File: src/rtl/ccff_chain_loader.sv
// ccff_chain_loader
//
// Serial configuration-chain controller for routing tiles. Configuration words arrive on a
// valid/ready stream and are shifted LSB-first onto the tile's ccff_head input while
// config_enable_o is high, one chain bit per enabled prog_clk edge. The load ends after
// exactly CHAIN_LEN shifts. Upper bits of the final word are discarded when CHAIN_LEN is
// not a multiple of WORD_W.
//
// Optional feature (macro CCFF_LOADER_READBACK_EN): rb_ones_o counts the ones displaced
// out of ccff_tail during the load, i.e. the popcount of the chain's previous contents.
// Without the macro, rb_ones_o is tied to 0 and ccff_tail_i is unused.
//
// Ports:
//   prog_clk_i       configuration clock, all state changes on the rising edge
//   p_reset_i        asynchronous active-high reset
//   start_i          begin a load (sampled only in idle)
//   abort_i          cancel a load in progress
//   cfg_data_i       configuration word, LSB shifted first
//   cfg_valid_i      cfg_data_i is valid
//   cfg_ready_o      a word is accepted this cycle when cfg_valid_i is high
//   config_enable_o  chain shift enable
//   ccff_head_o      serial bit into the chain
//   ccff_tail_i      serial bit out of the chain
//   busy_o           load in progress
//   done_o           one-cycle pulse when the load completes
//   bit_cnt_o        bits shifted in the current load
//   rb_ones_o        readback popcount

module ccff_chain_loader #(
  parameter int unsigned CHAIN_LEN = 52,
  parameter int unsigned WORD_W    = 8,
  parameter int unsigned CNT_W     = 16
) (
  input  logic              prog_clk_i,
  input  logic              p_reset_i,
  input  logic              start_i,
  input  logic              abort_i,
  input  logic [WORD_W-1:0] cfg_data_i,
  input  logic              cfg_valid_i,
  output logic              cfg_ready_o,
  output logic              config_enable_o,
  output logic              ccff_head_o,
  input  logic              ccff_tail_i,
  output logic              busy_o,
  output logic              done_o,
  output logic [CNT_W-1:0]  bit_cnt_o,
  output logic [CNT_W-1:0]  rb_ones_o
);

  typedef enum logic [1:0] {StIdle, StLoad, StShift, StDone} state_e;

  localparam logic [CNT_W-1:0] ChainLen = CNT_W'(CHAIN_LEN);
  localparam logic [CNT_W-1:0] WordLen  = CNT_W'(WORD_W);
  localparam logic [CNT_W-1:0] CntOne   = CNT_W'(1);
  localparam logic [CNT_W-1:0] CntTwo   = CNT_W'(2);

  state_e              state_q, state_d;
  logic [WORD_W-1:0]   buf_q, buf_d;
  // Bits of the current word still to be shifted, including the one on ccff_head.
  logic [CNT_W-1:0]    left_q, left_d;
  logic [CNT_W-1:0]    bit_cnt_q, bit_cnt_d;
  logic                ready_q, ready_d;
  logic                en_q, en_d;
  logic                head_q, head_d;
  logic                busy_q, busy_d;
  logic                done_q, done_d;

  logic                capture;
  logic [CNT_W-1:0]    cnt_inc;
  logic [CNT_W-1:0]    cap_cnt;
  logic [CNT_W-1:0]    cap_room;
  logic [CNT_W-1:0]    cap_bits;

  assign cnt_inc  = bit_cnt_q + CntOne;
  // Chain position at which a word captured this cycle starts shifting.
  assign cap_cnt  = (state_q == StShift) ? cnt_inc : bit_cnt_q;
  assign cap_room = ChainLen - cap_cnt;
  assign cap_bits = (cap_room < WordLen) ? cap_room : WordLen;

`ifdef CCFF_LOADER_READBACK_EN
  logic [CNT_W-1:0] rb_q, rb_d;
`else
  logic unused_tail;
  assign unused_tail = ccff_tail_i;
`endif

  always_comb begin
    state_d   = state_q;
    buf_d     = buf_q;
    left_d    = left_q;
    bit_cnt_d = bit_cnt_q;
    ready_d   = ready_q;
    en_d      = en_q;
    head_d    = head_q;
    busy_d    = busy_q;
    done_d    = 1'b0;
    capture   = 1'b0;
`ifdef CCFF_LOADER_READBACK_EN
    rb_d      = rb_q;
`endif

    unique case (state_q)
      StIdle: begin
        if (start_i) begin
          state_d   = StLoad;
          bit_cnt_d = '0;
          busy_d    = 1'b1;
          ready_d   = 1'b1;
          en_d      = 1'b0;
          head_d    = 1'b0;
`ifdef CCFF_LOADER_READBACK_EN
          rb_d      = '0;
`endif
        end
      end

      StLoad: begin
        if (abort_i) begin
          state_d = StIdle;
          ready_d = 1'b0;
          busy_d  = 1'b0;
        end else if (cfg_valid_i) begin
          capture = 1'b1;
        end
      end

      StShift: begin
        if (abort_i) begin
          // The aborted cycle is not counted as a shift.
          state_d = StIdle;
          en_d    = 1'b0;
          head_d  = 1'b0;
          ready_d = 1'b0;
          busy_d  = 1'b0;
        end else begin
          bit_cnt_d = cnt_inc;
`ifdef CCFF_LOADER_READBACK_EN
          if (ccff_tail_i) rb_d = rb_q + CntOne;
`endif
          if (cnt_inc == ChainLen) begin
            state_d = StDone;
            en_d    = 1'b0;
            head_d  = 1'b0;
            ready_d = 1'b0;
            busy_d  = 1'b0;
            done_d  = 1'b1;
          end else if (left_q == CntOne) begin
            // ready_q is high here, so valid alone completes the handshake.
            if (cfg_valid_i) begin
              capture = 1'b1;
            end else begin
              state_d = StLoad;
              en_d    = 1'b0;
              head_d  = 1'b0;
              ready_d = 1'b1;
            end
          end else begin
            head_d  = buf_q[0];
            buf_d   = buf_q >> 1;
            left_d  = left_q - CntOne;
            ready_d = (left_q == CntTwo) && ((bit_cnt_q + CntTwo) < ChainLen);
          end
        end
      end

      StDone: begin
        state_d = StIdle;
      end

      default: begin
        state_d = StIdle;
      end
    endcase

    if (capture) begin
      state_d = StShift;
      head_d  = cfg_data_i[0];
      buf_d   = cfg_data_i >> 1;
      left_d  = cap_bits;
      en_d    = 1'b1;
      busy_d  = 1'b1;
      // A one-bit word is its own last cycle; ready then unless it is the final chain bit.
      ready_d = (cap_bits == CntOne) && ((cap_cnt + CntOne) < ChainLen);
    end
  end

  always_ff @(posedge prog_clk_i or posedge p_reset_i) begin
    if (p_reset_i) begin
      state_q   <= StIdle;
      buf_q     <= '0;
      left_q    <= '0;
      bit_cnt_q <= '0;
      ready_q   <= 1'b0;
      en_q      <= 1'b0;
      head_q    <= 1'b0;
      busy_q    <= 1'b0;
      done_q    <= 1'b0;
`ifdef CCFF_LOADER_READBACK_EN
      rb_q      <= '0;
`endif
    end else begin
      state_q   <= state_d;
      buf_q     <= buf_d;
      left_q    <= left_d;
      bit_cnt_q <= bit_cnt_d;
      ready_q   <= ready_d;
      en_q      <= en_d;
      head_q    <= head_d;
      busy_q    <= busy_d;
      done_q    <= done_d;
`ifdef CCFF_LOADER_READBACK_EN
      rb_q      <= rb_d;
`endif
    end
  end

  assign cfg_ready_o     = ready_q;
  assign config_enable_o = en_q;
  assign ccff_head_o     = head_q;
  assign busy_o          = busy_q;
  assign done_o          = done_q;
  assign bit_cnt_o       = bit_cnt_q;
`ifdef CCFF_LOADER_READBACK_EN
  assign rb_ones_o       = rb_q;
`else
  assign rb_ones_o       = '0;
`endif

endmodule

File: config.mk
export PLATFORM = sky130hd
export DESIGN_NAME = ccff_chain_loader
export DESIGN_NICKNAME = d
export VERILOG_FILES = /design/src/rtl/ccff_chain_loader.sv
export SDC_FILE = /design/constraint.sdc
export NUM_CORES = 1
export LEC_CHECK = 0
export ABC_AREA = 1
export CAP_MARGIN = 20
export CORE_ASPECT_RATIO = 0.8
export CORE_MARGIN = 5
export CORE_UTILIZATION = 65
export DETAILED_ROUTE_END_ITERATION = 10
export DONT_BUFFER_PORTS = 1
export PLACE_DENSITY = 0.93
export SYNTH_ARGS = -nofsm -noshare
export SYNTH_HDL_FRONTEND = slang
export SYNTH_SLANG_ARGS = --single-unit
File: constraint.sdc
create_clock -name prog_clk_i -period 4.06 [get_ports prog_clk_i]
set_input_delay 1.218 -clock prog_clk_i [delete_from_list [all_inputs] [get_ports prog_clk_i]]
set_output_delay 1.218 -clock prog_clk_i [all_outputs]
set_load 0.05 [all_outputs]
==> report_table.html, run 1 <==
<table>
<tr><th>Metric</th><th>Value</th></tr>
<tr><th colspan="2">Global route</th></tr>
<tr><td>Residual overflow from global routing</td><td>0</td></tr>
<tr><td>Global router's overall resource usage</td><td>27.7%</td></tr>
<tr><td>Wire length of the first global-routing pass</td><td>19300 um</td></tr>
<tr><td>Maximum number of pins on one net before global-route repair</td><td>47</td></tr>
<tr><td>Number of antenna violations at the first check in global routing</td><td>0</td></tr>
<tr><td>Vias in the first global route</td><td>around 4300</td></tr>
<tr><th colspan="2">Pwr</th></tr>
<tr><td>Internal power consumption</td><td>roughly 1000 uW</td></tr>
<tr><td>Reg power frac</td><td>40.8%</td></tr>
<tr><td>Clock Power Share</td><td>16.3%</td></tr>
<tr><td>Leak Pwr</td><td>0.00231 uW</td></tr>
<tr><td>Switching share of power</td><td>47.2%</td></tr>
<tr><td>Net switching power of the design</td><td>894 uW</td></tr>
<tr><td>IR drop worst, VDD</td><td>approximately 0.25 mV</td></tr>
<tr><td>Power density over cell area</td><td>415 nW/um2</td></tr>
<tr><td>Final total power</td><td>1890 uW</td></tr>
<tr><td>Combinational cell fraction of total power</td><td>42.9%</td></tr>
<tr><th colspan="2">Hold path</th></tr>
<tr><td>Hold crit path type</td><td>reg -&gt; reg</td></tr>
<tr><td>Endpoint of the worst hold-timing path</td><td>buf_q[6]$_DFFE_PP0P_</td></tr>
<tr><td>Worst Hold Path Cells</td><td>1</td></tr>
<tr><td>Startpoint of the lowest-slack hold path</td><td>buf_q[6]$_DFFE_PP0P_</td></tr>
<tr><th colspan="2">Cells and area</th></tr>
<tr><td>Number of nets in the finished design</td><td>743</td></tr>
<tr><td>Design area</td><td>4570 um2</td></tr>
<tr><td>Diodes inserted</td><td>0</td></tr>
<tr><td>Area Growth Syn to Fin</td><td>3.90%</td></tr>
<tr><td>Post-route core utilization</td><td>70.6%</td></tr>
<tr><td>Final-layout fill cell count</td><td>between 500 and 600</td></tr>
<tr><td>Share of post-route cells with drive strength above 1</td><td>9.64%</td></tr>
<tr><th colspan="2">Worst setup path</th></tr>
<tr><td>Reg2Reg Launch Point</td><td>bit_cnt_o[8]$_DFFE_PP0P_</td></tr>
<tr><td>Crit path max fanout</td><td>26</td></tr>
<tr><td>Endpoint kind of the worst setup timing path</td><td>flip-flop</td></tr>
<tr><td>Arrival time reported for the critical path endpoint</td><td>3.54 ns</td></tr>
<tr><td>R2r setup slk</td><td>roughly 0.7 ns</td></tr>
<tr><td>WS Path Type</td><td>reg -&gt; reg</td></tr>
<tr><td>Critical R2R Capture</td><td>left_q[11]$_DFFE_PP0P_</td></tr>
<tr><td>Worst Reg-to-Reg Cells</td><td>15</td></tr>
<tr><td>Startpoint types</td><td>flip-flop</td></tr>
<tr><td>Worst endpoint required time</td><td>4.26 ns</td></tr>
<tr><th colspan="2">STA</th></tr>
<tr><td>Final critical-path share of the clock period</td><td>82.5%</td></tr>
<tr><td>Final critical-path required period</td><td>3.35 ns</td></tr>
<tr><td>Max-Slew Margin vs Limit</td><td>roughly half</td></tr>
<tr><td>Sum of negative setup slack</td><td>0 ns</td></tr>
<tr><td>Final-report setup violation count</td><td>0</td></tr>
<tr><td>Top achievable clock speed</td><td>about 300 MHz</td></tr>
<tr><td>Pin slew with the least headroom to its limit</td><td>0.764 ns</td></tr>
<tr><td>RSZ-0062 raised after global routing</td><td>false</td></tr>
<tr><td>Largest clock skew in the final design</td><td>between 0.01 and 0.015 ns</td></tr>
<tr><td>Count of endpoints failing hold in the final timing report</td><td>0</td></tr>
<tr><td>Slew Viols, Final</td><td>0</td></tr>
<tr><th colspan="2">Routing</th></tr>
<tr><td>Number of vias in the routed layout</td><td>4670</td></tr>
<tr><td>DRT iter0 DRCs</td><td>388</td></tr>
<tr><td>Routed Wire Length</td><td>11700 um</td></tr>
<tr><td>Via density per instance</td><td>5.84</td></tr>
<tr><td>Post-detailed-route wirelength per cell</td><td>14.6 um</td></tr>
<tr><td>Antenna-violating nets left</td><td>0</td></tr>
<tr><td>DRC errors left</td><td>0</td></tr>
<tr><td>First-pass iteration count of the detailed router</td><td>6</td></tr>
<tr><th colspan="2">Synth</th></tr>
<tr><td>Average instance area after synthesis</td><td>approximately 6.2 um2</td></tr>
<tr><td>Cell with the most instances after synthesis</td><td>sky130_fd_sc_hd__nand2_1</td></tr>
<tr><td>Sequential area share after synthesis</td><td>about a quarter</td></tr>
<tr><td>Biggest area contributors in the synthesized netlist</td><td>sky130_fd_sc_hd__dfrtp_1, sky130_fd_sc_hd__nand2_1, sky130_fd_sc_hd__nand3_1</td></tr>
<tr><td>Flip-flop and latch count after synthesis</td><td>46</td></tr>
<tr><td>Number of synthesized flops with an enable pin</td><td>0</td></tr>
<tr><td>Distinct cell type count of the synthesized netlist</td><td>38</td></tr>
<tr><td>Asr flop ratio synth</td><td>100%</td></tr>
<tr><td>Cell taking the most area after synthesis</td><td>sky130_fd_sc_hd__dfrtp_1</td></tr>
<tr><td>Commonest cells post-synth</td><td>sky130_fd_sc_hd__nand2_1, sky130_fd_sc_hd__nor2_1, sky130_fd_sc_hd__nand3_1</td></tr>
<tr><td>Post-Synthesis Cell Area</td><td>roughly 4400 um2</td></tr>
<tr><td>Cell count after synthesis</td><td>709</td></tr>
<tr><td>Portion of synthesized cell area occupied by the leading cell type</td><td>26.2%</td></tr>
<tr><td>Synthesis warning total</td><td>0</td></tr>
<tr><td>Main synth FF type</td><td>sky130_fd_sc_hd__dfrtp_1</td></tr>
<tr><th colspan="2">CTS</th></tr>
<tr><td>Number of H-tree levels</td><td>2</td></tr>
<tr><td>Insertion delay of the later-clocked pin in the worst-skew pair</td><td>between 0.3 and 0.4 ns</td></tr>
<tr><td>CTS root buf</td><td>sky130_fd_sc_hd__clkbuf_8</td></tr>
<tr><td>Maximum clock insertion buffer count</td><td>2</td></tr>
<tr><td>Number of buffers created by CTS</td><td>5</td></tr>
<tr><td>Hold buffer count at cts</td><td>0</td></tr>
<tr><td>Post-CTS setup-driven buffer insertion count</td><td>0</td></tr>
<tr><td>PostCTS Resize Cnt</td><td>0</td></tr>
<tr><td>CTS sink count</td><td>46</td></tr>
<tr><td>Clock input transition at the sequential cells of the worst setup and hold paths</td><td>about 0.10 ns</td></tr>
<tr><td>CTS tree</td><td>yes</td></tr>
<tr><th colspan="2">Floorplan</th></tr>
<tr><td>Die area</td><td>8520 um2</td></tr>
<tr><td>Number of cell rows</td><td>26</td></tr>
<tr><td>Die boundary height</td><td>83.6 um</td></tr>
<tr><td>Initial standard-cell utilization of the core</td><td>67.9%</td></tr>
<tr><td>Chip Width</td><td>102 um</td></tr>
<tr><td>Core ar.</td><td>6470 um2</td></tr>
<tr><td>Boundary Pins</td><td>51</td></tr>
<tr><th colspan="2">Place</th></tr>
<tr><td>GP Congestion</td><td>roughly 1</td></tr>
<tr><td>Count of input and output buffers</td><td>0</td></tr>
<tr><td>Post-DP Area</td><td>4460 um2</td></tr>
<tr><td>Total half-perimeter wirelength after legalization and detailed placement</td><td>8890 um</td></tr>
<tr><th colspan="2">Job</th></tr>
<tr><td># Max-Cap Violations</td><td>0</td></tr>
<tr><th colspan="2">Status</th></tr>
<tr><td>Outcome</td><td>finished clean</td></tr>
</table>
final cells by class:
class / instances / area (um2) / share of cell area (%)
clock inverter: 1 / 5.00 / 0.110
tap: 84 / 105 / 2.30
inverter: 67 / 254 / 5.56
timing repair buffer: 17 / 140 / 3.07
multi-input combinational: 578 / 2830 / 61.9
sequential: 46 / 1150 / 25.2
clock buffer: 7 / 86.3 / 1.89
worst max-delay path, cell delays in order, from the launching register on:
cell and delay (ns):
sky130_fd_sc_hd__dfrtp_1 0.79, sky130_fd_sc_hd__nand2_1 0.19, sky130_fd_sc_hd__nor2_1 0.26, sky130_fd_sc_hd__nand2_1 0.12
sky130_fd_sc_hd__o21ai_1 0.18, sky130_fd_sc_hd__nand2_1 0.11, sky130_fd_sc_hd__nand4_2 0.16, sky130_fd_sc_hd__nand2_2 0.09
sky130_fd_sc_hd__nand2_2 0.10, sky130_fd_sc_hd__nand2_4 0.18, sky130_fd_sc_hd__nand2_1 0.10, sky130_fd_sc_hd__nand2_1 0.07
sky130_fd_sc_hd__inv_1 0.48, sky130_fd_sc_hd__nand2_1 0.14, sky130_fd_sc_hd__o21ai_0 0.20, sky130_fd_sc_hd__a21oi_1 0.05
cells in the final DEF, fill, tap and decap left out, types with 9 or more instances in the layout:
cell / n
sky130_fd_sc_hd__nand2_1: 236
sky130_fd_sc_hd__nor2_1: 89
sky130_fd_sc_hd__nand3_1: 67
sky130_fd_sc_hd__inv_1: 59
sky130_fd_sc_hd__dfrtp_1: 46
sky130_fd_sc_hd__o21ai_0: 39
sky130_fd_sc_hd__conb_1: 16
sky130_fd_sc_hd__buf_4: 16
sky130_fd_sc_hd__nand2_2: 15
sky130_fd_sc_hd__ha_1: 14
sky130_fd_sc_hd__nand4_1: 13
sky130_fd_sc_hd__a21oi_1: 12
sky130_fd_sc_hd__a31oi_1: 11
sky130_fd_sc_hd__nor3_1: 10
sky130_fd_sc_hd__xor2_1: 9
power groups by stage:
stage                     clock [uW]  combinational (uW)  sequential, uW
after floorplan                    0                 642             759
after global placement             0                 752             772
after detailed placement           0                 793             779
after CTS                        311                 799             772
after global routing             329                 921             796
final                            309                 813             773
state kept, by name (all words and copies together), names as in the netlist:
signal / cells
bit_cnt_o: 16
left_q: 16
buf_q: 7
state_q: 2
busy_o: 1
ccff_head_o: 1
cfg_ready_o: 1
config_enable_o: 1
done_o: 1
metrics by stage:
stage / worst slack, ns / cells / hold slack [ns]
after global placement: 0.919 / 791 / 0.486
after floorplan: 1.26 / 724 / 0.466
after detailed placement: 0.810 / 791 / 0.492
after global routing: 0.444 / 800 / 0.551
final: 0.711 / 800 / 0.510
after CTS: 0.786 / 799 / 0.516
kinds of logic (layout without fill, tap and decap cells):
kind of cell | Yosys count | in the layout | share of synthesized area, %
buf+inv | 100 | 92 | 10.8
other cells | 1 | 16 | 0.0853
xor+xnor | 15 | 15 | 2.99
compound gates | 79 | 79 | 10.3
flops | 46 | 46 | 26.2
fa+ha+maj | 14 | 14 | 3.98
simple gates | 454 | 454 | 45.6
worst max path at each step:
stage | startpoint | end | slack (ns) | cells after the start
after global routing | bit_cnt_o[12]$_DFFE_PP0P_ | left_q[11]$_DFFE_PP0P_ | 0.44 | 17
after detailed placement | bit_cnt_o[8]$_DFFE_PP0P_ | left_q[11]$_DFFE_PP0P_ | 0.81 | 15
after CTS | bit_cnt_o[8]$_DFFE_PP0P_ | left_q[11]$_DFFE_PP0P_ | 0.79 | 15
final | bit_cnt_o[8]$_DFFE_PP0P_ | left_q[11]$_DFFE_PP0P_ | 0.71 | 15
after floorplan | bit_cnt_o[2]$_DFFE_PP0P_ | cfg_ready_o$_DFFE_PP0P_ | 1.26 | 17
after global placement | bit_cnt_o[8]$_DFFE_PP0P_ | left_q[11]$_DFFE_PP0P_ | 0.92 | 15
metal layers:
layer  track usage (%)  vias up  part of all wire, %
li1                  -     2260                    -
met1              38.8     2116                   42
met2              42.1      267                   44
met3              6.60       27                   12
met4              8.34        0                  1.9
met5                 0        -                    0
No activity file was read; power rests on OpenSTA's default activity.
==> inputs of run 2 (changes only) <==
- CORE_UTILIZATION: 65 -> 59
- PLACE_DENSITY: 0.93 -> 0.9
- clock period: 4.06 -> 2.85 ns (I/O delays scaled with it)
==> report_table.html, run 2 (synthesis gave the netlist of run 1 again) <==
<table>
<tr><th>Metric</th><th>Value</th></tr>
<tr><th colspan="2">STA</th></tr>
<tr><td>Final critical-path required period</td><td>about 2.9 ns</td></tr>
<tr><td>Count of endpoints failing hold in the final timing report</td><td>0</td></tr>
<tr><td>Largest clock skew in the final design</td><td>0.00723 ns</td></tr>
<tr><td>Slew Viols, Final</td><td>0</td></tr>
<tr><td>Least setup slack across all paths after layout</td><td>-0.00721 ns</td></tr>
<tr><td>Final critical-path share of the clock period</td><td>100%</td></tr>
<tr><td>Top achievable clock speed</td><td>350 MHz</td></tr>
<tr><td>Final-report setup violation count</td><td>1</td></tr>
<tr><td>Sum of negative setup slack</td><td>-0.00721 ns</td></tr>
<tr><th colspan="2">Floorplan</th></tr>
<tr><td>Die boundary height</td><td>87.2 um</td></tr>
<tr><td>Core ar.</td><td>7320 um2</td></tr>
<tr><td>Die area</td><td>roughly 9300 um2</td></tr>
<tr><td>Initial standard-cell utilization of the core</td><td>60.1%</td></tr>
<tr><td>Chip Width</td><td>107 um</td></tr>
<tr><td>Boundary Pins</td><td>51</td></tr>
<tr><td>Number of cell rows</td><td>28</td></tr>
<tr><th colspan="2">Global route</th></tr>
<tr><td>Residual overflow from global routing</td><td>0</td></tr>
<tr><td>Global router's overall resource usage</td><td>a little over a quarter</td></tr>
<tr><td>Number of antenna violations at the first check in global routing</td><td>0</td></tr>
<tr><td>Vias in the first global route</td><td>4410</td></tr>
<tr><td>Wire length of the first global-routing pass</td><td>roughly 20000 um</td></tr>
<tr><td>Maximum number of pins on one net before global-route repair</td><td>21</td></tr>
<tr><th colspan="2">Worst setup path</th></tr>
<tr><td>Worst endpoint required time</td><td>3.05 ns</td></tr>
<tr><td>Startpoint types</td><td>flip-flop</td></tr>
<tr><td>Family with the most delay on the worst path</td><td>simple AND/OR/NAND/NOR gates</td></tr>
<tr><td>Endpoint kind of the worst setup timing path</td><td>flip-flop</td></tr>
<tr><td>Worst Reg-to-Reg Cells</td><td>18</td></tr>
<tr><td>Critical Path, Cell by Cell</td><td>ha_2 &gt; buf_4 &gt; nand3_1 &gt; nand2_1 &gt; nand2_1 &gt; nor2_1 &gt; nand3_1 &gt; nor2_1 &gt; nand4_2 &gt; nand2_2 &gt; nand2_2 &gt; nand2_4 &gt; nand2_1 &gt; nand2_1 &gt; buf_8 &gt; nor2_1 &gt; xnor2_1 &gt; nor2_1</td></tr>
<tr><td>Delay of the slowest cell on the worst path</td><td>roughly 0.47 ns</td></tr>
<tr><td>R2r setup slk</td><td>-0.007 ns</td></tr>
<tr><td>Critical R2R Capture</td><td>left_q[12]$_DFFE_PP0P_</td></tr>
<tr><td>Reg2Reg Launch Point</td><td>bit_cnt_o[1]$_DFFE_PP0P_</td></tr>
<tr><td>WS Path Type</td><td>reg -&gt; reg</td></tr>
<tr><td>Arrival time reported for the critical path endpoint</td><td>3.06 ns</td></tr>
<tr><td>Slowest library cell on the worst path</td><td>sky130_fd_sc_hd__dfrtp_2</td></tr>
<tr><td>Number of buffer and inverter instances along the worst setup path</td><td>2</td></tr>
<tr><td>Crit path max fanout</td><td>19</td></tr>
<tr><th colspan="2">Routing</th></tr>
<tr><td>Post-detailed-route wirelength per cell</td><td>15.5 um</td></tr>
<tr><td>Antenna-violating nets left</td><td>0</td></tr>
<tr><td>DRC errors left</td><td>0</td></tr>
<tr><td>Number of vias in the routed layout</td><td>between 4000 and 5000</td></tr>
<tr><td>First-pass iteration count of the detailed router</td><td>8</td></tr>
<tr><td>Via density per instance</td><td>around 5.9</td></tr>
<tr><td>Routed Wire Length</td><td>12800 um</td></tr>
<tr><td>DRT iter0 DRCs</td><td>579</td></tr>
<tr><th colspan="2">Cells and area</th></tr>
<tr><td>Design area</td><td>4930 um2</td></tr>
<tr><td>Number of nets in the finished design</td><td>768</td></tr>
<tr><td>Share of post-route cells with drive strength above 1</td><td>17.7%</td></tr>
<tr><td>Most used cells in the layout excluding fill and tap cells</td><td>sky130_fd_sc_hd__nand2_1, sky130_fd_sc_hd__nor2_1, sky130_fd_sc_hd__nand3_1, sky130_fd_sc_hd__inv_1, sky130_fd_sc_hd__dfrtp_1</td></tr>
<tr><td>Area Growth Syn to Fin</td><td>12.2%</td></tr>
<tr><td>Most frequent standard cell in the layout excluding fill and tap cells</td><td>sky130_fd_sc_hd__nand2_1</td></tr>
<tr><td>Final-layout fill cell count</td><td>574</td></tr>
<tr><td>Non-Filler Instances</td><td>831</td></tr>
<tr><td>Diodes inserted</td><td>0</td></tr>
<tr><td>Post-route core utilization</td><td>67.4%</td></tr>
<tr><th colspan="2">CTS</th></tr>
<tr><td>Clock input transition at the sequential cells of the worst setup and hold paths</td><td>0.09 ns</td></tr>
<tr><td>CTS sink count</td><td>46</td></tr>
<tr><td>Insertion delay of the later-clocked pin in the worst-skew pair</td><td>0.31 ns</td></tr>
<tr><td>CTS root buf</td><td>sky130_fd_sc_hd__clkbuf_8</td></tr>
<tr><td>CTS tree</td><td>yes</td></tr>
<tr><td>Number of H-tree levels</td><td>2</td></tr>
<tr><td>Number of buffers created by CTS</td><td>5</td></tr>
<tr><td>Maximum clock insertion buffer count</td><td>2</td></tr>
<tr><th colspan="2">Status</th></tr>
<tr><td>Outcome</td><td>finished, violations left</td></tr>
<tr><td>Failing checks</td><td>negative setup slack</td></tr>
<tr><th colspan="2">Pwr</th></tr>
<tr><td>Leak Pwr</td><td>approximately 0.0024 uW</td></tr>
<tr><td>IR drop worst, VDD</td><td>around 0.41 mV</td></tr>
<tr><td>Power density over cell area</td><td>between 500 and 600 nW/um2</td></tr>
<tr><th colspan="2">Place</th></tr>
<tr><td>Total half-perimeter wirelength after legalization and detailed placement</td><td>9600 um</td></tr>
<tr><td>Cell total after placement</td><td>819</td></tr>
<tr><td>Count of input and output buffers</td><td>0</td></tr>
<tr><td>GP Congestion</td><td>1.09</td></tr>
<tr><td>Post-DP Area</td><td>4630 um2</td></tr>
<tr><th colspan="2">Job</th></tr>
<tr><td># Max-Cap Violations</td><td>0</td></tr>
<tr><th colspan="2">Hold path</th></tr>
<tr><td>Hold crit path type</td><td>in -&gt; async</td></tr>
</table>
==> run 2: changes by cell type in the layout (fill, tap and decap cells not counted), sizes merged <==
cell      delta
buf         +25
clkbuf       -2
clkinv       +1
clkinvlp     +1
==> run 2: per-stage QoR <==
stage          hold slack, ns  power, uW  setup slack (ns)
6_report                0.360       2800          -0.00721
5_1_grt                 0.381       3010           -0.0963
4_1_cts                 0.370       2720            0.0157
3_5_place_dp            0.519       2300           -0.0392
3_3_place_gp            0.487       2230            0.0769
2_1_floorplan           0.466       2000            0.0488
==> run 2: how the worst max path moves through the flow <==
stage	start	end	slack [ns]	cells past startpoint
floorplan	bit_cnt_o[2]$_DFFE_PP0P_	cfg_ready_o$_DFFE_PP0P_	0.05	17
global placement	bit_cnt_o[1]$_DFFE_PP0P_	cfg_ready_o$_DFFE_PP0P_	0.08	17
detailed placement	bit_cnt_o[1]$_DFFE_PP0P_	cfg_ready_o$_DFFE_PP0P_	-0.04	17
CTS	state_q[1]$_DFFE_PP0P_	cfg_ready_o$_DFFE_PP0P_	0.02	17
global route	bit_cnt_o[1]$_DFFE_PP0P_	buf_q[0]$_DFFE_PP0P_	-0.1	18
finish	bit_cnt_o[1]$_DFFE_PP0P_	left_q[12]$_DFFE_PP0P_	-0.007	18
==> run 2: where the power goes <==
part / internal [uW] / switching [uW]
Sequential: 840 / 270
Clock: 173 / 248
Combinational: 458 / 815
Total: 1470 / 1330
==> run 2: worst register-to-register path, stage by stage, from the launching register on <==
cell and delay (ns):
sky130_fd_sc_hd__dfrtp_2 0.47, sky130_fd_sc_hd__ha_2 0.24, sky130_fd_sc_hd__buf_4 0.14, sky130_fd_sc_hd__nand3_1 0.11, sky130_fd_sc_hd__nand2_1 0.11, sky130_fd_sc_hd__nand2_1 0.06, sky130_fd_sc_hd__nor2_1 0.15, sky130_fd_sc_hd__nand3_1 0.12
sky130_fd_sc_hd__nor2_1 0.15, sky130_fd_sc_hd__nand4_2 0.19, sky130_fd_sc_hd__nand2_2 0.13, sky130_fd_sc_hd__nand2_2 0.08, sky130_fd_sc_hd__nand2_4 0.11, sky130_fd_sc_hd__nand2_1 0.06, sky130_fd_sc_hd__nand2_1 0.12, sky130_fd_sc_hd__buf_8 0.18
sky130_fd_sc_hd__nor2_1 0.08, sky130_fd_sc_hd__xnor2_1 0.19, sky130_fd_sc_hd__nor2_1 0.06
==> run 2: final cells by class <==
class / count / area, um2 / area share (%)
multi-input combinational: 578 / 2990 / 60.6
sequential: 46 / 1160 / 23.4
timing repair buffer: 42 / 327 / 6.62
inverter: 67 / 256 / 5.20
tap: 90 / 113 / 2.28
clock buffer: 5 / 68.8 / 1.39
clock inverter: 3 / 21.3 / 0.431
==> run 2: what timing repair did <==
item,in CTS,in global routing
hold endpoints to repair,0,0
gates resized for setup,3,48
pin swaps,0,6
hold buffers,0,0
setup buffers,0,4
setup endpoints to repair,3,22
==> run 2: per-layer routing <==
| layer | vias up | global-route usage, % | wire (um) | share of wire (%) |
|---|---|---|---|---|
| li1 | 2313 | - | - | - |
| met1 | 2254 | 35.3 | 5070 | 39 |
| met2 | 291 | 44.7 | 5920 | 46 |
| met3 | 47 | 5.11 | 1400 | 11 |
| met4 | 0 | 9.64 | 449 | 3.5 |
| met5 | - | 0 | 0 | 0 |
==> inputs of run 3 (changes only) <==
- CTS_BUF_LIST: unset -> sky130_fd_sc_hd__clkbuf_16
==> report_table.html, run 3 (synthesis gave the netlist of run 1 again) <==
<table>
<tr><th>Metric</th><th>Value</th></tr>
<tr><th colspan="2">Status</th></tr>
<tr><td>Outcome</td><td>finished clean</td></tr>
<tr><th colspan="2">Routing</th></tr>
<tr><td>Detailed route wirelength on metal2</td><td>6080 um</td></tr>
<tr><td>Routed Wire Length</td><td>13200 um</td></tr>
<tr><td>Metal-1 WL</td><td>5200 um</td></tr>
<tr><td>Met3 routed WL</td><td>1380 um</td></tr>
<tr><td>DRT iter0 DRCs</td><td>716</td></tr>
<tr><td>Post-detailed-route wirelength per cell</td><td>15.8 um</td></tr>
<tr><td>Top Layer Used</td><td>met4</td></tr>
<tr><td>Number of vias in the routed layout</td><td>4958</td></tr>
<tr><td>Via density per instance</td><td>5.97</td></tr>
<tr><td>DRC errors left</td><td>0</td></tr>
<tr><td>First-pass iteration count of the detailed router</td><td>9</td></tr>
<tr><td>Antenna-violating nets left</td><td>0</td></tr>
<tr><th colspan="2">Hold path</th></tr>
<tr><td>Hold crit path type</td><td>in -&gt; async</td></tr>
<tr><th colspan="2">CTS</th></tr>
<tr><td>Number of H-tree levels</td><td>2</td></tr>
<tr><td>Number of buffers created by CTS</td><td>5</td></tr>
<tr><td>CTS tree</td><td>yes</td></tr>
<tr><td>Clock input transition at the sequential cells of the worst setup and hold paths</td><td>approximately 0.070 ns</td></tr>
<tr><td>Insertion delay of the later-clocked pin in the worst-skew pair</td><td>0.29 ns</td></tr>
<tr><td>CTS root buf</td><td>sky130_fd_sc_hd__clkbuf_16</td></tr>
<tr><td>CTS sink count</td><td>46</td></tr>
<tr><td>Hold buffer count at cts</td><td>0</td></tr>
<tr><td>Maximum clock insertion buffer count</td><td>2</td></tr>
<tr><th colspan="2">Worst setup path</th></tr>
<tr><td>Critical R2R Capture</td><td>left_q[12]$_DFFE_PP0P_</td></tr>
<tr><td>Critical Path, Cell by Cell</td><td>ha_2 &gt; buf_4 &gt; nand3_1 &gt; nand2_1 &gt; nand2_1 &gt; nor2_1 &gt; nand3_1 &gt; nor2_1 &gt; nand4_2 &gt; nand2_2 &gt; nand2_2 &gt; nand2_4 &gt; nand2_1 &gt; nand2_1 &gt; buf_8 &gt; nor2_1 &gt; xnor2_1 &gt; nor2_1</td></tr>
<tr><td>Number of buffer and inverter instances along the worst setup path</td><td>2</td></tr>
<tr><td>Slowest library cell on the worst path</td><td>sky130_fd_sc_hd__dfrtp_2</td></tr>
<tr><td>Endpoint kind of the worst setup timing path</td><td>flip-flop</td></tr>
<tr><td>Reg2Reg Launch Point</td><td>bit_cnt_o[1]$_DFFE_PP0P_</td></tr>
<tr><td>Worst endpoint required time</td><td>~3.0 ns</td></tr>
<tr><td>Delay of the slowest cell on the worst path</td><td>0.46 ns</td></tr>
<tr><td>Critical Path Stages</td><td>18</td></tr>
<tr><td>Crit path max fanout</td><td>19</td></tr>
<tr><td>R2r setup slk</td><td>0.01 ns</td></tr>
<tr><td>WS Path Type</td><td>reg -&gt; reg</td></tr>
<tr><td>Family with the most delay on the worst path</td><td>simple AND/OR/NAND/NOR gates</td></tr>
<tr><td>Worst Reg-to-Reg Cells</td><td>18</td></tr>
<tr><td>Startpoint types</td><td>flip-flop</td></tr>
<tr><td>Arrival time reported for the critical path endpoint</td><td>3.02 ns</td></tr>
<tr><th colspan="2">Cells and area</th></tr>
<tr><td>Area Growth Syn to Fin</td><td>13.4%</td></tr>
<tr><td>Most used cells in the layout excluding fill and tap cells</td><td>sky130_fd_sc_hd__nand2_1, sky130_fd_sc_hd__nor2_1, sky130_fd_sc_hd__nand3_1, sky130_fd_sc_hd__inv_1, sky130_fd_sc_hd__dfrtp_1</td></tr>
<tr><td>Diodes inserted</td><td>0</td></tr>
<tr><td>Most frequent standard cell in the layout excluding fill and tap cells</td><td>sky130_fd_sc_hd__nand2_1</td></tr>
<tr><td>Design area</td><td>4990 um2</td></tr>
<tr><td>Final-layout fill cell count</td><td>between 500 and 600</td></tr>
<tr><td>Post-route core utilization</td><td>68.1%</td></tr>
<tr><td>Number of nets in the finished design</td><td>between 700 and 800</td></tr>
<tr><td>Share of post-route cells with drive strength above 1</td><td>between 10% and 20%</td></tr>
<tr><th colspan="2">Floorplan</th></tr>
<tr><td>Boundary Pins</td><td>51</td></tr>
<tr><td>Number of cell rows</td><td>28</td></tr>
<tr><td>Initial standard-cell utilization of the core</td><td>roughly 60%</td></tr>
<tr><td>Die area</td><td>9290 um2</td></tr>
<tr><td>Die boundary height</td><td>87.2 um</td></tr>
<tr><td>Chip Width</td><td>107 um</td></tr>
<tr><td>Core ar.</td><td>7320 um2</td></tr>
<tr><th colspan="2">Job</th></tr>
<tr><td># Max-Cap Violations</td><td>0</td></tr>
<tr><th colspan="2">STA</th></tr>
<tr><td>Least setup slack across all paths after layout</td><td>0.0148 ns</td></tr>
<tr><td>RSZ-0062 raised after global routing</td><td>true</td></tr>
<tr><td>Worst hold slack</td><td>0.380 ns</td></tr>
<tr><td>Final critical-path share of the clock period</td><td>between 90% and 100%</td></tr>
<tr><td>Final critical-path required period</td><td>2.84 ns</td></tr>
<tr><td>Count of endpoints failing hold in the final timing report</td><td>0</td></tr>
<tr><td>Top achievable clock speed</td><td>~350 MHz</td></tr>
<tr><td>Slew Viols, Final</td><td>0</td></tr>
<tr><td>Final-report setup violation count</td><td>0</td></tr>
<tr><td>Largest clock skew in the final design</td><td>between 0.003 and 0.004 ns</td></tr>
<tr><td>Sum of negative setup slack</td><td>0 ns</td></tr>
<tr><th colspan="2">Global route</th></tr>
<tr><td>Number of antenna violations at the first check in global routing</td><td>0</td></tr>
<tr><td>Global router's overall resource usage</td><td>between 20 and 30%</td></tr>
<tr><td>Maximum number of pins on one net before global-route repair</td><td>21</td></tr>
<tr><td>Vias in the first global route</td><td>4543</td></tr>
<tr><td>Residual overflow from global routing</td><td>0</td></tr>
<tr><td>Wire length of the first global-routing pass</td><td>20900 um</td></tr>
<tr><th colspan="2">Place</th></tr>
<tr><td>Total half-perimeter wirelength after legalization and detailed placement</td><td>9600 um</td></tr>
<tr><td>Post-DP Area</td><td>4630 um2</td></tr>
<tr><td>GP Congestion</td><td>1.09</td></tr>
<tr><td>Count of input and output buffers</td><td>0</td></tr>
<tr><td>Pre-CTS WS</td><td>-0.0392 ns</td></tr>
<tr><th colspan="2">Pwr</th></tr>
<tr><td>Leak Pwr</td><td>around 0.0025 uW</td></tr>
<tr><td>IR drop worst, VDD</td><td>approximately 0.43 mV</td></tr>
<tr><td>Power density over cell area</td><td>between 500 and 600 nW/um2</td></tr>
</table>
-- run 3: cell types whose count changed in the layout (fill, tap and decap cells not counted) --
cell and delta:
sky130_fd_sc_hd__nor3_1 -1, sky130_fd_sc_hd__nor3_2 +1, sky130_fd_sc_hd__clkbuf_8 -5, sky130_fd_sc_hd__clkbuf_16 +5, sky130_fd_sc_hd__nor2_1 +1, sky130_fd_sc_hd__nor2_4 -1
sky130_fd_sc_hd__nand3_1 +1, sky130_fd_sc_hd__buf_6 +1, sky130_fd_sc_hd__nand3_2 -1, sky130_fd_sc_hd__buf_4 -1
-- run 3: worst max path at each step --
stage                              from                      end  slack [ns]
5_1_grt          state_q[0]$_DFFE_PP0P_  cfg_ready_o$_DFFE_PP0P_       -0.12
3_3_place_gp   bit_cnt_o[1]$_DFFE_PP0P_  cfg_ready_o$_DFFE_PP0P_        0.08
2_1_floorplan  bit_cnt_o[2]$_DFFE_PP0P_  cfg_ready_o$_DFFE_PP0P_        0.05
3_5_place_dp   bit_cnt_o[1]$_DFFE_PP0P_  cfg_ready_o$_DFFE_PP0P_       -0.04
6_report       bit_cnt_o[1]$_DFFE_PP0P_   left_q[12]$_DFFE_PP0P_        0.01
4_1_cts        bit_cnt_o[1]$_DFFE_PP0P_   left_q[12]$_DFFE_PP0P_        0.01
-- run 3: per-layer routing --
layer  track usage, %  vias to the layer above
met4             13.6                        0
met5                0                        -
met1             36.4                     2251
li1                 -                     2313
met3             4.45                       50
met2             45.0                      344
-- run 3: layout make-up --
cell class	count	area, um2	share of cell area, %
Clock buffer	5	125	2.51
Clock inverter	3	21.3	0.427
Inverter	67	256	5.14
Multi-Input combinational cell	578	2980	59.8
Sequential cell	46	1160	23.2
Tap cell	90	113	2.26
Timing Repair Buffer	42	330	6.62
-- run 3: stage by stage --
step                power, uW  cells
floorplan                2000    724
global placement         2230    819
detailed placement       2300    819
CTS                      2900    827
global route             3200    831
finish                   2990    831
-- run 3: where the power goes --
part / switching (uW) / leakage, uW / internal [uW]
combinational: 821 / 0.00180 / 461
sequential: 270 / 0.000590 / 841
clock: 273 / 0.0000698 / 326
total: 1360 / 0.00246 / 1630
-- run 3: what timing repair did --
item                                    CTS  global route
gates resized for setup                   5            45
endpoints found under the setup margin   12            20
pin swaps                                 0             8
buffers inserted                          0             4
